==> config.mk <==
export PLATFORM = sky130hd
export DESIGN_NAME = nibble_serial_adder_flat
export DESIGN_NICKNAME = d
export VERILOG_FILES = /design/src/rtl/nibble_serial_adder_pkg.sv /design/src/rtl/nibble_serial_adder_if.sv /design/src/rtl/nibble_serial_adder_add4.sv /design/src/rtl/nibble_serial_adder.sv /design/src/flat_wrapper.sv
export SDC_FILE = /design/constraint.sdc
export NUM_CORES = 1
export LEC_CHECK = 0
export BUFFER_PORTS_ARGS = -buffer_cell sky130_fd_sc_hd__buf_4
export CAP_MARGIN = 20
export CORE_ASPECT_RATIO = 1.4
export CORE_MARGIN = 10
export CORE_UTILIZATION = 50
export CTS_CLUSTER_DIAMETER = 40
export DETAILED_ROUTE_END_ITERATION = 10
export GPL_ROUTABILITY_DRIVEN = 0
export MAX_ROUTING_LAYER = met4
export PLACE_DENSITY = 0.79
export SYNTH_ARGS = -nofsm -noshare
export SYNTH_HDL_FRONTEND = slang
export SYNTH_SLANG_ARGS = --single-unit
==> constraint.sdc <==
create_clock -name clk -period 4.65 [get_ports clk]
set_clock_uncertainty 0.1 [all_clocks]
set_input_delay 0.465 -clock clk [delete_from_list [all_inputs] [get_ports clk]]
set_output_delay 0.465 -clock clk [all_outputs]
set_load 0.005 [all_outputs]
==> src/rtl/nibble_serial_adder_pkg.sv <==
// Shared constants and FSM state encoding for the nibble-serial adder.
// Pure declarations: no logic, no latency, no flow control.
package nibbleadd_pkg;

  localparam int   NIB_W    = 4;
  localparam logic MODE_ADD = 1'b0;
  localparam logic MODE_SUB = 1'b1;

  typedef enum logic [1:0] {
    IDLE = 2'd0,
    RUN  = 2'd1,
    DONE = 2'd2
  } state_e;

endpackage

==> src/rtl/nibble_serial_adder_if.sv <==
// Operand/result bundle for the nibble-serial adder: start/busy/done handshake.
// Requester drives start/ctrl/A/B; the adder returns busy/done/q (q holds until next done).
interface nibble_serial_adder_if #(
  parameter int N_NIB = 2
);
  localparam int W = 4 * N_NIB;

  logic         start;
  logic         ctrl;
  logic [W-1:0] A;
  logic [W-1:0] B;
  logic         busy;
  logic         done;
  logic [W:0]   q;

  modport master (
    output start, ctrl, A, B,
    input  busy, done, q
  );

  modport slave (
    input  start, ctrl, A, B,
    output busy, done, q
  );

endinterface

==> src/rtl/nibble_serial_adder_add4.sv <==
// Combinational 4-bit adder with carry in/out; zero latency, no flow control.
module nibble_add4
  import nibbleadd_pkg::*;
(
  input  logic [NIB_W-1:0] a,
  input  logic [NIB_W-1:0] b,
  input  logic             cin,
  output logic [NIB_W-1:0] sum,
  output logic             cout
);

  logic [NIB_W:0] total;

  assign total = {1'b0, a} + {1'b0, b} + {{NIB_W{1'b0}}, cin};
  assign sum   = total[NIB_W-1:0];
  assign cout  = total[NIB_W];

endmodule

==> src/rtl/nibble_serial_adder.sv <==
// Nibble-serial A+/-B, LSB nibble first; done/q appear N_NIB+1 cycles after accepted start.
// start ignored while busy; back-to-back start accepted in DONE. NIBADD_SAT_EN selects clamping.
module nibble_serial_adder
  import nibbleadd_pkg::*;
#(
  parameter int N_NIB = 2
)
(
  input  logic                  clk,
  input  logic                  rst,
  nibble_serial_adder_if.slave  bus
);

  localparam int                W     = NIB_W * N_NIB;
  localparam int                IDX_W = (N_NIB > 1) ? $clog2(N_NIB) : 1;
  localparam logic [IDX_W-1:0]  LAST  = IDX_W'(N_NIB - 1);

  state_e             state_q, state_d;
  logic [W-1:0]       a_q, a_d;
  logic [W-1:0]       b_q, b_d;
  logic [W-1:0]       result_q, result_d;
  logic [W:0]         q_q, q_d;
  logic [IDX_W-1:0]   idx_q, idx_d;
  logic               ctrl_q, ctrl_d;
  logic               carry_q, carry_d;
  logic               done_q, done_d;

  logic [NIB_W-1:0]   a_nib, b_nib, sum_nib;
  logic               cout;
  logic               accept;
  logic               out_msb;
  logic [W:0]         q_final;

  // Current nibble pair; B is inverted for subtract so carry-in=1 completes two's complement.
  always_comb begin
    a_nib = '0;
    b_nib = '0;
    for (int i = 0; i < N_NIB; i++) begin
      if (idx_q == IDX_W'(i)) begin
        a_nib = a_q[i*NIB_W +: NIB_W];
        b_nib = b_q[i*NIB_W +: NIB_W] ^ {NIB_W{ctrl_q}};
      end
    end
  end

  nibble_add4 u_add4 (
    .a    (a_nib),
    .b    (b_nib),
    .cin  (carry_q),
    .sum  (sum_nib),
    .cout (cout)
  );

  // For subtract the final carry is the inverse of the unsigned borrow.
  always_comb begin
    out_msb = (ctrl_q == MODE_SUB) ? ~carry_q : carry_q;
`ifdef NIBADD_SAT_EN
    if (out_msb) begin
      q_final = (ctrl_q == MODE_SUB) ? '0 : {1'b0, {W{1'b1}}};
    end else begin
      q_final = {1'b0, result_q};
    end
`else
    q_final = {out_msb, result_q};
`endif
  end

  always_comb begin
    state_d  = state_q;
    a_d      = a_q;
    b_d      = b_q;
    result_d = result_q;
    q_d      = q_q;
    idx_d    = idx_q;
    ctrl_d   = ctrl_q;
    carry_d  = carry_q;
    done_d   = 1'b0;
    accept   = 1'b0;

    case (state_q)
      IDLE: begin
        accept = bus.start;
      end
      RUN: begin
        for (int i = 0; i < N_NIB; i++) begin
          if (idx_q == IDX_W'(i)) begin
            result_d[i*NIB_W +: NIB_W] = sum_nib;
          end
        end
        carry_d = cout;
        if (idx_q == LAST) begin
          idx_d   = '0;
          state_d = DONE;
        end else begin
          idx_d = idx_q + 1'b1;
        end
      end
      DONE: begin
        q_d     = q_final;
        done_d  = 1'b1;
        state_d = IDLE;
        accept  = bus.start;
      end
      default: begin
        state_d = IDLE;
      end
    endcase

    if (accept) begin
      a_d     = bus.A;
      b_d     = bus.B;
      ctrl_d  = bus.ctrl;
      carry_d = bus.ctrl;
      idx_d   = '0;
      state_d = RUN;
    end
  end

  always_ff @(posedge clk) begin
    if (rst) begin
      state_q  <= IDLE;
      a_q      <= '0;
      b_q      <= '0;
      result_q <= '0;
      q_q      <= '0;
      idx_q    <= '0;
      ctrl_q   <= MODE_ADD;
      carry_q  <= 1'b0;
      done_q   <= 1'b0;
    end else begin
      state_q  <= state_d;
      a_q      <= a_d;
      b_q      <= b_d;
      result_q <= result_d;
      q_q      <= q_d;
      idx_q    <= idx_d;
      ctrl_q   <= ctrl_d;
      carry_q  <= carry_d;
      done_q   <= done_d;
    end
  end

  assign bus.busy = (state_q == RUN);
  assign bus.done = done_q;
  assign bus.q    = q_q;

endmodule

==> src/flat_wrapper.sv <==
// flat-port wrapper written by rule: the top's interface ports become plain ports
module nibble_serial_adder_flat import nibbleadd_pkg::*;
#(
  parameter int N_NIB = 2
)
  (clk, rst, bus_start, bus_ctrl, bus_A, bus_B, bus_busy, bus_done, bus_q);
  nibble_serial_adder_if #(.N_NIB(N_NIB)) bus_i ();
  input  logic clk;
  input  logic rst;
  input wire logic [$bits(bus_i.start)-1:0] bus_start;
  input wire logic [$bits(bus_i.ctrl)-1:0] bus_ctrl;
  input wire logic [$bits(bus_i.A)-1:0] bus_A;
  input wire logic [$bits(bus_i.B)-1:0] bus_B;
  output wire logic [$bits(bus_i.busy)-1:0] bus_busy;
  output wire logic [$bits(bus_i.done)-1:0] bus_done;
  output wire logic [$bits(bus_i.q)-1:0] bus_q;
  assign bus_i.start = bus_start;
  assign bus_i.ctrl = bus_ctrl;
  assign bus_i.A = bus_A;
  assign bus_i.B = bus_B;
  assign bus_busy = bus_i.busy;
  assign bus_done = bus_i.done;
  assign bus_q = bus_i.q;
  nibble_serial_adder #(.N_NIB(N_NIB)) u_core (.clk(clk), .rst(rst), .bus(bus_i));
endmodule
======== Word-level counts from Yosys, hierarchy flattened ========
Index checks and enable logic that the tools add are counted.
operators by class
  reduce and logical (&&, ||, !) cells .... 8
  bitwise logic cells ..................... 5
  equality and inequality tests ........... 5
  mux-type cells .......................... 11
  $add $sub $neg .......................... 3
operator list
  cell                                                   count
  two-way mux 4 bit                                      2
  AND reduction 2 bit                                    4
  bitwise XOR 4 bit                                      2
  two-way mux 1 bit                                      7
  adder 4 x 4 -> 5 bit                                   1
  adder 5 x 1 -> 5 bit                                   1
  inequality test 2 x 1 -> 1 bit, second input constant  2
  one-hot mux 2 bit (2 select lines)                     1
  OR reduction 2 bit                                     2
  inequality test 3 x 1 -> 1 bit, second input constant  1
  inverter 1 bit                                         3
  == test 2 x 1 -> 1 bit, second input constant          1
  == test 2 bit, second input constant                   1
  logical NOT 2 bit                                      1
  two-way mux 2 bit                                      1
  nonzero test 2 bit                                     1
  adder 1 bit, second input constant                     1
word-level totals
  bits in registers ....................... 39
  logic and storage cells ................. 43
  input bits .............................. 20
  output and inout bits ................... 11

======== Depth between registers and ports, before layout ========
Gate-level depths: netlist (run 1).
  word-level depth ........................ 6
  depth in mapped cells ................... 9
  mapped depth without buffers ............ 8

======== Cells and area by module ========
From an unflattened synthesis (run 1), not the netlist that was laid out.
second synthesis, totals
  cell total of the unflattened synthesis .. 195
  area total of the unflattened synthesis .. 1691.6 sq um
modules (own cells, without submodules)
  module               cells an instance  area each (sq um)  instances  seq. area each (sq um)
  nibble_serial_adder  179                1547.7             1          780.7
  nibble_add4          16                 143.9              1          0.0

======== Worst setup path after synthesis (run 1) ========
No wires, ideal clock.
  path type ............................... register to register
  start point ............................. register u_core.idx_q
  end point ............................... register u_core.carry_q
  slack ................................... 2.282 ns
  arrival ................................. 2.136 ns
  buffers on the path ..................... 1
  stages on the path, launching flop included .. 10
  setup time .............................. 0.132 ns
  clock period less this slack ............ 2.368 ns
  data required time ...................... 4.418 ns
  cells stage by stage .................... dfxtp_1 -> buf_6 -> mux2i_1 -> xor2_1 -> fa_1 -> inv_1 -> fa_1 -> a21o_1 -> a2111oi_0 -> nor4_1
between the ends
  word-level cells in the longest chain between the ends .. 5
  elaborated cells on any way between the ends .. 6
  those cells by class .................... 2 x add/sub; 4 x mux
ends and longest elaborated chain
  element                   RTL line                        text
  start: declaration        nibble_serial_adder.sv:23       logic [IDX_W-1:0] idx_q, idx_d;
  start signal: assignment  nibble_serial_adder.sv:136      idx_q <= idx_d;
  two-way mux 4 bit         nibble_serial_adder.sv:39       if (idx_q == IDX_W'(i)) begin
  adder 4 x 4 -> 5 bit (*)  nibble_serial_adder_add4.sv:14  assign total = {1'b0, a} + {1'b0, b} + {{NIB_W{1'b0}}, cin};
  adder 5 x 1 -> 5 bit (*)  nibble_serial_adder_add4.sv:14
  two-way mux 1 bit (*)     nibble_serial_adder.sv:80       case (state_q)
  two-way mux 1 bit (*)     nibble_serial_adder.sv:109      if (accept) begin
  end signal: assignment    nibble_serial_adder.sv:138      carry_q <= carry_d;
  end: declaration          nibble_serial_adder.sv:25       logic carry_q, carry_d;
Mark *: on every way between the ends. The rest lies on a longest branch, timed or not. The select of a mux whose other input is x is not followed.
A chain may end at the register's enable or synchronous reset.

======== Worst setup path in the final report (run 1) ========
Same ends and word-level chain as after synthesis.

==> results.sh, run 1 <==
export IMPL_outcome="finished clean"
export IMPL_cp_end_kind="register"
export IMPL_timing_max_cap_violations=0
export IMPL_p_int_mw=0.5539
export IMPL_critical_path_top_cell_by_count="fa_1"
export IMPL_drt_initial_drc_count=38
export IMPL_synth_top_cell_by_area="dfxtp_1"
export IMPL_wirelength_per_cell_um=12.24
export IMPL_avgSynthCellArea_um2=8.629
export IMPL_cp_slowest_cell="dfxtp_1"
export IMPL_worst_slew_pin_transition_ns=0.6176
export IMPL_synth_top_area_share=0.4664
export IMPL_critPathMaxFanout=11
export IMPL_drt_pass1_iterations=4
export IMPL_yosysSeqAreaShare=0.4664
export IMPL_dp_hpwl_um=2391
export IMPL_unrepaired_setup_endpoints_after_global_routing="false"
export IMPL_grt_overflow=0
export IMPL_syn_num_nets=219
export IMPL_port_buffer_cells=30
export IMPL_cts_sinks=39
export IMPL_timing_max_slew_rel_slack=0.5874
export IMPL_netlist_area_mm2=0.001674
export IMPL_critPathRequiredTime_ns=4.71
export IMPL_hold_buffers=0
export IMPL_cts_buffers_inserted=5
export IMPL_yosys_cell_types_count=30
export IMPL_drive_above_1_share=0.1918
export IMPL_groute_usage_overall=0.1248
export IMPL_pwr_share_clk=0.366
export IMPL_placement_rows=24
export IMPL_floorplan_die_height_um=88.47
export IMPL_p_sw_frac=0.2331
export IMPL_average_vias_per_placed_instance=5.070
export IMPL_pwr_share_seq=0.504
export IMPL_antenna_cells_inserted=0
export IMPL_setup_worst_path_class="register to register"
export IMPL_clkTransAtPathRegs_ns=0.07
export IMPL_initial_core_util=0.5259
export IMPL_drt_wl_total_um=3159
export IMPL_top_library_cells_by_usage_in_the_layout_fill_and_taps_aside="nand2_1, dfxtp_1, buf_4"
export IMPL_cellLeakagePower_nw=0.7830
export IMPL_setup_worst_path_start_class="register"
export IMPL_fin_setup_tns_ns=0
export IMPL_grt_pass1_wl_um=5720
export IMPL_cp_slowest_stage_delay_ns=0.68
export IMPL_ios=31
export IMPL_cts_setup_buffers=0
export IMPL_report_final_slew_viol_count=0
export IMPL_critPathLaunch="u_core.idx_q$_SDFFE_PP0P_"
export IMPL_pin_count_of_the_biggest_net_entering_global_routing=42
export IMPL_layout_core_utilization=0.6250
export IMPL_pwr_density_cell_mw_per_mm2=363.1
export IMPL_drc=0
export IMPL_path_cells="mux2i_1, xor2_1, fa_1, inv_1, fa_1, a21o_1, a2111oi_0, nor4_1"
export IMPL_combinationalPowerShare=0.130
export IMPL_maximum_vdd_drop_mv=0.3273
export IMPL_layout_nets=244
export IMPL_area_growth_syn_to_layout_pct=18.83
export IMPL_final_critical_path_share_of_the_clock_period=0.5853
export IMPL_ys_ff_latch=39
export IMPL_worstPathArrival_ns=2.78
export IMPL_core_area_mm2=0.003183
export IMPL_h_tree_depth=2
export IMPL_crit_reg2reg_launch="u_core.idx_q$_SDFFE_PP0P_"
export IMPL_asr_flop_ratio_synth=0
export IMPL_synth_enable_flop_cells=0
export IMPL_mostFrequentLayoutCell="nand2_1"
export IMPL_clock_tree_from_tritoncts="built"
export IMPL_synth_warning_count=0
export IMPL_timing_hold_worst_class="input pin to register"
export IMPL_fmax_mhz=367.4
export IMPL_clk_path_buf_depth=2
export IMPL_leading_cell_types_by_total_area_after_synthesis="dfxtp_1, nand2_1, a21oi_1"
export IMPL_dominantRegCellSynth="dfxtp_1"
export IMPL_antenna_violations_before_repair=0
export IMPL_fin_crit_ns=2.722
export IMPL_hold_viol=0
export IMPL_insertion_delay_ns=0.29
export IMPL_cts_resized_gates=0
export IMPL_post_synth_inst_count=194
export IMPL_finalSetupViolCount=0
export IMPL_final_antenna_net_count=0
export IMPL_overall_die_area_mm2=0.006096
export IMPL_num_vias=1308
export IMPL_switchingPower_mw=0.1683
export IMPL_min_from="bus_A[0]"
export IMPL_vias_in_the_first_global_route=1348
export IMPL_clockRootBuffer="clkbuf_8"
export IMPL_die_width_um=68.91
-- registers in the layout (all words and copies together) (netlist names) --
signal           count
u_core.bus.q         9
u_core.a_q           8
u_core.b_q           8
u_core.result_q      8
u_core.state_q       2
u_core.bus.done      1
u_core.carry_q       1
u_core.ctrl_q        1
u_core.idx_q         1
-- layer usage --
layer | GRT usage | wire length, um
met1 | 0.1282 | 1277
met2 | 0.2067 | 1631
met3 | 0.04430 | 199
met4 | 0.05396 | 51
met5 | - | 0
-- path summary, 6_finish.rpt --
check	to	slack, ns	cells after the start
setup reg to reg	u_core.carry_q$_SDFFE_PP0P_	1.93	8
setup / recovery	u_core.carry_q$_SDFFE_PP0P_	1.93	8
hold / removal	u_core.a_q[0]$_SDFFE_PP0P_	0.32	3
hold reg to reg	u_core.a_q[3]$_SDFFE_PP0P_	0.35	2
-- synthesized netlist by cell type (3+ instances only) --
cell type / n
nand2_1: 52
dfxtp_1: 39
a21oi_1: 26
nor2_1: 12
mux2i_1: 7
xnor2_1: 6
a211oi_1: 5
buf_2: 4
clkbuf_1: 4
nand2b_1: 4
nor2b_1: 4
ha_1: 3
inv_1: 3
mux2_2: 3
-- power groups by stage --
stage / combinational (mW) / sequential (mW) / clock [mW]
finish: 0.0938 / 0.364 / 0.265
detailed placement: 0.0948 / 0.372 / 0
global placement: 0.0916 / 0.371 / 0
global route: 0.107 / 0.366 / 0.292
CTS: 0.0955 / 0.364 / 0.272
floorplan: 0.0746 / 0.365 / 0
-- cells by family after synthesis --
kind of cell | count (synthesis) | share of synthesized area
XOR/XNOR | 7 | 0.03662
AO/OA/AOI/OAI | 35 | 0.1203
buffers and inverters | 16 | 0.04783
adder cells (fa/ha/maj) | 5 | 0.04634
multiplexers | 10 | 0.06203
flip-flops | 39 | 0.4664
AND/OR/NAND/NOR | 82 | 0.2205
-- critical path, delay by kind of cell (launching register included) --
kind	cells	cell delay (ns)
AND/OR/NAND/NOR	1	0.08
XOR/XNOR	1	0.21
multiplexers	1	0.28
AO/OA/AOI/OAI	2	0.58
flip-flops	1	0.68
adder cells (fa/ha/maj)	2	0.60
buffers and inverters	1	0.05
-- area by class of cell --
class	count	area (um^2)
clock buffers	6	72.57
clock inverters	1	30.03
fillers	305	1194
inverters	3	11.26
multi-input cells	139	813.3
flip-flops and latches	39	780.7
well taps	39	48.80
repair buffers	31	232.7
-- metrics by stage --
| stage | hold WS, ns | std cells | setup WS (ns) | power [mW] | instance area, um^2 |
|---|---|---|---|---|---|
| 6_report | 0.3193 | 258 | 1.928 | 0.7223 | 1989 |
| 5_1_grt | 0.3158 | 258 | 1.663 | 0.7651 | 1989 |
| 4_1_cts | 0.3116 | 258 | 1.883 | 0.7315 | 1989 |
| 3_5_place_dp | 0.3444 | 251 | 1.911 | 0.4666 | 1887 |
| 3_3_place_gp | 0.3388 | 251 | 1.993 | 0.4630 | 1887 |
| 2_1_floorplan | 0.3312 | 194 | 2.282 | 0.4395 | 1674 |
Note: power is estimated with default switching activity, not from simulation.
==> inputs of run 2 (changes only) <==
--- a/config.mk
+++ b/config.mk
@@ -5,16 +5,17 @@
 export SDC_FILE = /design/constraint.sdc
 export NUM_CORES = 1
 export LEC_CHECK = 0
+export ABC_AREA = 1
 export BUFFER_PORTS_ARGS = -buffer_cell sky130_fd_sc_hd__buf_4
 export CAP_MARGIN = 20
 export CORE_ASPECT_RATIO = 1.4
 export CORE_MARGIN = 10
-export CORE_UTILIZATION = 50
+export CORE_UTILIZATION = 49
 export CTS_CLUSTER_DIAMETER = 40
 export DETAILED_ROUTE_END_ITERATION = 10
 export GPL_ROUTABILITY_DRIVEN = 0
 export MAX_ROUTING_LAYER = met4
-export PLACE_DENSITY = 0.79
+export PLACE_DENSITY = 0.8
 export SYNTH_ARGS = -nofsm -noshare
 export SYNTH_HDL_FRONTEND = slang
 export SYNTH_SLANG_ARGS = --single-unit
==> constraint.sdc (replaced) <==
create_clock -name clk -period 2.5 [get_ports clk]
set_clock_uncertainty 0.1 [all_clocks]
set_input_delay 0.25 -clock clk [delete_from_list [all_inputs] [get_ports clk]]
set_output_delay 0.25 -clock clk [all_outputs]
set_load 0.005 [all_outputs]
==> run 2 against run 1 <==
Net effect: routed wire length is 8.0% higher; sequential power rose by 88%; combinational power rose by 130%; register-to-register slack got worse by 1.7 ns.
==> results.sh, run 2 <==
export IMPL_wl_met3_um=139
export IMPL_clockRootBuffer="clkbuf_8"
export IMPL_detailroute_wirelength_met2_um=1787
export IMPL_insertion_delay_ns=0.29
export IMPL_grt_overflow=0
export IMPL_path_cells="inv_1, nand2_1, nand2_1, xor2_1, fa_1, inv_1, fa_1, o21ai_0, a21oi_1"
export IMPL_floorplan_die_height_um=89.27
export IMPL_synth_top_area_share=0.4650
export IMPL_synth_enable_flop_cells=0
export IMPL_setup_worst_path_start_class="register"
export IMPL_pwr_share_seq=0.475
export IMPL_drc=0
export IMPL_clk_path_buf_depth=2
export IMPL_filler_cell_count=300
export IMPL_combinationalPowerShare=0.152
export IMPL_average_vias_per_placed_instance=4.944
export IMPL_cts_setup_buffers=0
export IMPL_post_synth_inst_count=215
export IMPL_cts_buffers_inserted=5
export IMPL_leading_cell_types_by_total_area_after_synthesis="dfxtp_1, nor2_1, o21ai_0"
export IMPL_fin_worst_hold_slack_ns=0.1017
export IMPL_outcome="finished clean"
export IMPL_asr_flop_ratio_synth=0
export IMPL_antenna_violations_before_repair=0
export IMPL_drt_initial_drc_count=57
export IMPL_clock_tree_from_tritoncts="built"
export IMPL_top_library_cells_by_usage_in_the_layout_fill_and_taps_aside="nor2_1, dfxtp_1, nand2_1, buf_4, o21ai_0"
export IMPL_cp_end_kind="register"
export IMPL_timing_max_slew_rel_slack=0.5040
export IMPL_pwr_density_cell_mw_per_mm2=709.4
export IMPL_ios=31
export IMPL_pre_cts_ws_ns=0.2067
export IMPL_yosys_cell_types_count=24
export IMPL_yosysSeqAreaShare=0.4650
export IMPL_h_tree_depth=2
export IMPL_die_width_um=69.48
export IMPL_timing_final_ws_setup_ns=0.1860
export IMPL_hold_viol=0
export IMPL_drt_pass1_iterations=4
export IMPL_num_vias=1414
export IMPL_dominantRegCellSynth="dfxtp_1"
export IMPL_cp_slowest_stage_delay_ns=0.44
export IMPL_worstPathArrival_ns=2.39
export IMPL_initial_core_util=0.5017
export IMPL_fin_setup_tns_ns=0
export IMPL_p_int_mw=1.075
export IMPL_pwr_share_clk=0.373
export IMPL_wl_met1_um=1424
export IMPL_fmax_mhz=432.2
export IMPL_cts_sinks=39
export IMPL_synth_simple_gate_area_frac=0.2116
export IMPL_avgSynthCellArea_um2=7.810
export IMPL_overall_die_area_mm2=0.006202
export IMPL_finalSetupViolCount=0
export IMPL_area_growth_syn_to_layout_pct=20.57
export IMPL_synth_top_family_by_area="simple AND/OR/NAND/NOR gates"
export IMPL_topRoutingLayerUsed="met4"
export IMPL_cellLeakagePower_nw=0.9417
export IMPL_synth_top_cell_by_area="dfxtp_1"
export IMPL_synthTopCellsByCount="dfxtp_1, nor2_1, nand2_1"
export IMPL_clkTransAtPathRegs_ns=0.08
export IMPL_placement_rows=25
export IMPL_vias_in_the_first_global_route=1451
export IMPL_cts_resized_gates=0
export IMPL_muxShareOfSynthArea=0.005961
export IMPL_fin_crit_ns=2.314
export IMPL_critPathRequiredTime_ns=2.58
export IMPL_worst_slew_pin_transition_ns=0.7432
export IMPL_synth_warning_count=0
export IMPL_yosys_area_share_adder=0.04620
export IMPL_layout_nets=270
export IMPL_timing_max_cap_violations=0
export IMPL_groute_usage_overall=0.1225
export IMPL_grt_pass1_wl_um=6154
export IMPL_port_buffer_cells=30
export IMPL_largest_register_ff_count=9
export IMPL_core_area_mm2=0.003347
export IMPL_dp_hpwl_um=2584
export IMPL_unrepaired_setup_endpoints_after_global_routing="false"
export IMPL_synth_compound_area_share=0.1542
export IMPL_hold_buffers=0
export IMPL_wirelength_per_cell_um=11.93
export IMPL_antenna_cells_inserted=0
export IMPL_switchingPower_mw=0.3613
export IMPL_drive_above_1_share=0.2033
export IMPL_p_sw_frac=0.2516
export IMPL_pin_count_of_the_biggest_net_entering_global_routing=33
export IMPL_final_antenna_net_count=0
export IMPL_final_critical_path_share_of_the_clock_period=0.9256
export IMPL_ys_ff_latch=39
export IMPL_report_final_slew_viol_count=0
export IMPL_critPathMaxFanout=8
export IMPL_timing_hold_worst_class="input pin to register"
export IMPL_maximum_vdd_drop_mv=0.5937
export IMPL_cp_slowest_cell="dfxtp_1"
export IMPL_area_share_of_xor_xnor_cells_in_the_synthesized_design=0.03130
export IMPL_setup_worst_path_class="register to register"
export IMPL_netlist_area_mm2=0.001679
export IMPL_drt_wl_total_um=3412
export IMPL_syn_num_nets=240
==> run 2: cell count changes after synthesis, sizes merged, moves of 4 or more <==
cell    previous run  this run
nand3              0         5
o21ai              0        32
nor2b              4         0
a211oi             5         0
a21oi             26        19
xnor2              6         2
mux2i              7         1
nor2              12        43
nand2b             4         0
nand2             52        33
inv                3        23
==> run 2: worst max-delay path: cells and delay by family (launching register included) <==
| kind | cells | cell delay, ns |
|---|---|---|
| xor gates and xnor gates | 1 | 0.16 |
| adders and majority gates | 2 | 0.82 |
| DFF | 1 | 0.44 |
| AOI/OAI and AO/OA | 2 | 0.23 |
| and+or+nand+nor | 2 | 0.16 |
| buffers and inverters | 2 | 0.28 |
==> run 2: kinds of logic after synthesis <==
logic type	Yosys count
and+or+nand+nor	82
AOI/OAI and AO/OA	51
DFF	39
buffers and inverters	31
xor gates and xnor gates	6
adders and majority gates	5
muxes	1
==> run 2: layer usage <==
layer / GRT usage / up-vias
met2: 0.2192 / 28
li1: - / 741
met5: - / -
met3: 0.04000 / 6
met4: 0.05688 / 0
met1: 0.1187 / 639
==> run 2: stage by stage <==
step | instances | total power [mW] | utilization | area (um^2)
3_3_place_gp | 278 | 0.9078 | 0.5697 | 1907
3_5_place_dp | 278 | 0.9164 | 0.5697 | 1907
4_1_cts | 286 | 1.448 | 0.6049 | 2024
6_report | 286 | 1.436 | 0.6049 | 2024
2_1_floorplan | 215 | 0.8532 | - | 1679
5_1_grt | 286 | 1.514 | 0.6049 | 2024
==> run 2: final cells by class <==
cell class | instances | area [um^2] | area share
tap | 40 | 50.05 | 0.02472
multi-input combinational | 145 | 754.5 | 0.3727
timing repair buffer | 31 | 232.7 | 0.1150
clock inverter | 2 | 35.03 | 0.01731
inverter | 23 | 88.84 | 0.04388
clock buffer | 6 | 82.58 | 0.04079
sequential | 39 | 780.7 | 0.3857
==> run 2: final timing paths <==
check | startpoint | endpoint | slack (ns) | cells after the start
hold / removal | rst | u_core.bus.done$_SDFF_PP0_ | 0.10 | 2
hold reg to reg | u_core.result_q[4]$_SDFFE_PP0P_ | u_core.bus.q[4]$_SDFFE_PP0N_ | 0.35 | 2
setup reg to reg | u_core.idx_q$_SDFFE_PP0P_ | u_core.result_q[1]$_SDFFE_PP0P_ | 0.19 | 9
setup / recovery | u_core.idx_q$_SDFFE_PP0P_ | u_core.result_q[1]$_SDFFE_PP0P_ | 0.19 | 9
==> run 2: power groups by stage <==
stage / logic, mW / clock network [mW] / registers, mW
finish: 0.218 / 0.535 / 0.683
detailed placement: 0.220 / 0 / 0.697
CTS: 0.221 / 0.544 / 0.683
global route: 0.251 / 0.575 / 0.689
floorplan: 0.164 / 0 / 0.689
global placement: 0.211 / 0 / 0.696
==> inputs of run 3 (changes only) <==
--- a/config.mk
+++ b/config.mk
@@ -8,7 +8,7 @@
 export ABC_AREA = 1
 export BUFFER_PORTS_ARGS = -buffer_cell sky130_fd_sc_hd__buf_4
 export CAP_MARGIN = 20
-export CORE_ASPECT_RATIO = 1.4
+export CORE_ASPECT_RATIO = 1.1
 export CORE_MARGIN = 10
 export CORE_UTILIZATION = 49
 export CTS_CLUSTER_DIAMETER = 40
==> run 3 against run 2 <==
Net effect: register-to-register slack worse by 0.03 ns; global-route usage down 0.69 points; sequential power hardly changed; fmax decreased by 1.2%; critical endpoint is now u_core.result_q[5]$_SDFFE_PP0P_; non-clock buffer count stayed put; critical path type unchanged; largest cell class unchanged; die area down 0.50%; clock power is 19% lower; clock-buffer cell count stayed put; worst hold slack got worse by 0.074 ns; critical path depth is the same; combinational power is essentially flat.
==> results.sh, run 3 (synthesis gave the netlist of run 2 again) <==
export IMPL_cp_end_kind="register"
export IMPL_average_vias_per_placed_instance=4.724
export IMPL_crit_reg2reg_launch="u_core.idx_q$_SDFFE_PP0P_"
export IMPL_fmax_mhz=427.1
export IMPL_vias_in_the_first_global_route=1310
export IMPL_unrepaired_setup_endpoints_after_global_routing="false"
export IMPL_cts_resized_gates=0
export IMPL_worstPathArrival_ns=2.49
export IMPL_cts_sinks=39
export IMPL_area_growth_syn_to_layout_pct=19.30
export IMPL_pwr_density_cell_mw_per_mm2=666.3
export IMPL_final_critical_path_share_of_the_clock_period=0.9365
export IMPL_timing_max_cap_violations=0
export IMPL_drt_wl_total_um=3271
export IMPL_hold_buffers=0
export IMPL_critical_path_reg2reg_endpoint="u_core.result_q[5]$_SDFFE_PP0P_"
export IMPL_cp_slowest_stage_delay_ns=0.47
export IMPL_antenna_violations_before_repair=0
export IMPL_min_delay_worst_endpoint="u_core.bus.done$_SDFF_PP0_"
export IMPL_cellLeakagePower_nw=0.9288
export IMPL_drive_above_1_share=0.2033
export IMPL_cp_slowest_cell="dfxtp_1"
export IMPL_insertion_delay_ns=0.35
export IMPL_wl_met3_um=172
export IMPL_fin_crit_ns=2.341
export IMPL_critPathRequiredTime_ns=2.65
export IMPL_wirelength_per_cell_um=11.13
export IMPL_placed_cells_incl_taps=286
export IMPL_cts_buffers_inserted=5
export IMPL_floorplan_die_height_um=81.40
export IMPL_clkTransAtPathRegs_ns=0.11
export IMPL_core_area_mm2=0.003331
export IMPL_drt_pass1_iterations=4
export IMPL_dp_hpwl_um=2471
export IMPL_drt_initial_drc_count=64
export IMPL_clockRootBuffer="clkbuf_4"
export IMPL_hold_viol=0
export IMPL_maximum_vdd_drop_mv=0.4099
export IMPL_finalSetupViolCount=0
export IMPL_ios=31
export IMPL_clk_path_buf_depth=2
export IMPL_worstHoldPathCells=2
export IMPL_wl_met1_um=1464
export IMPL_h_tree_depth=2
export IMPL_fin_cells=294
export IMPL_num_vias=1389
export IMPL_min_from="rst"
export IMPL_grt_pass1_wl_um=5375
export IMPL_grt_overflow=0
export IMPL_initial_core_util=0.5041
export IMPL_port_buffer_cells=30
export IMPL_groute_usage_overall=0.1156
export IMPL_fin_setup_tns_ns=0
export IMPL_path_cells="inv_1, nand2_1, nand2_1, xor2_1, fa_1, inv_1, fa_1, o21ai_0, a21oi_1"
export IMPL_outcome="finished clean"
export IMPL_setup_worst_path_start_class="register"
export IMPL_filler_cell_count=333
export IMPL_worst_slew_pin_transition_ns=0.7481
export IMPL_worstRegToRegCells=9
export IMPL_top_library_cells_by_usage_in_the_layout_fill_and_taps_aside="nor2_1, dfxtp_1, nand2_1, buf_4, o21ai_0"
export IMPL_die_width_um=75.82
export IMPL_topRoutingLayerUsed="met4"
export IMPL_overall_die_area_mm2=0.006171
export IMPL_drc=0
export IMPL_layout_nets=270
export IMPL_cts_setup_buffers=0
export IMPL_multi_input_area_um2=754.5
export IMPL_clock_tree_from_tritoncts="built"
export IMPL_largest_register_ff_count=9
export IMPL_final_antenna_net_count=0
export IMPL_timing_max_slew_rel_slack=0.5007
export IMPL_fin_worst_hold_slack_ns=0.02793
export IMPL_antenna_cells_inserted=0
export IMPL_report_final_slew_viol_count=0
export IMPL_layout_area_seq_um2=780.7
export IMPL_setup_worst_path_class="register to register"
export IMPL_pre_cts_ws_ns=0.1968
export IMPL_placement_rows=22
export IMPL_detailroute_wirelength_met2_um=1581
export IMPL_reg2reg_slack_ns=0.16
export IMPL_timing_final_ws_setup_ns=0.1587
export IMPL_pin_count_of_the_biggest_net_entering_global_routing=33
export IMPL_critPathMaxFanout=8
export IMPL_timing_hold_worst_class="input pin to register"
[run 3: cell counts in the layout (fill, tap and decap cells not counted)]
No cell type changed its count.
[run 3: through the flow]
stage	utilization	power [mW]	cell area (um^2)
after global placement	0.5755	0.9075	1917
final	0.6014	1.335	2003
after floorplan	-	0.8532	1679
after CTS	0.6014	1.351	2003
after global routing	0.6014	1.413	2003
after detailed placement	0.5755	0.9145	1917
[run 3: report_power, final]
group          switching [mW]  leakage (nW)  internal [mW]
logic                   0.125         0.561         0.0924
clock network           0.198        0.0482          0.236
registers              0.0234         0.320          0.660
[run 3: worst max path at each step]
stage                                      end                 startpoint  depth (start not counted)  slack (ns)
2_1_floorplan  u_core.result_q[1]$_SDFFE_PP0P_  u_core.idx_q$_SDFFE_PP0P_                          9        0.48
3_3_place_gp   u_core.result_q[5]$_SDFFE_PP0P_  u_core.idx_q$_SDFFE_PP0P_                          9        0.29
3_5_place_dp   u_core.result_q[5]$_SDFFE_PP0P_  u_core.idx_q$_SDFFE_PP0P_                          9        0.20
4_1_cts        u_core.result_q[1]$_SDFFE_PP0P_  u_core.idx_q$_SDFFE_PP0P_                          9        0.16
5_1_grt        u_core.result_q[1]$_SDFFE_PP0P_  u_core.idx_q$_SDFFE_PP0P_                          9        0.02
6_report       u_core.result_q[5]$_SDFFE_PP0P_  u_core.idx_q$_SDFFE_PP0P_                          9        0.16
[run 3: area by class of cell]
class                   instances  share of cell area
inverters                      23             0.04435
flip-flops and latches         39              0.3898
clock buffers                   6             0.02561
clock inverters                 2             0.01749
repair buffers                 31              0.1162
well taps                      48             0.02998
multi-input cells             145              0.3766
[run 3: metal layers]
layer  vias to the layer above  global-route usage
met5                         -                   -
met4                         0             0.04647
met3                         6             0.04390
met2                        25              0.1845
met1                       616              0.1262
li1                        742                   -
[run 3: critical path: cells and delay by family, from the launching register on]
family | cells | cell delay (ns)
AO/OA/AOI/OAI | 2 | 0.24
XOR/XNOR | 1 | 0.15
adder cells (fa/ha/maj) | 2 | 0.82
buffers and inverters | 2 | 0.31
flip-flops | 1 | 0.47
AND/OR/NAND/NOR | 2 | 0.15
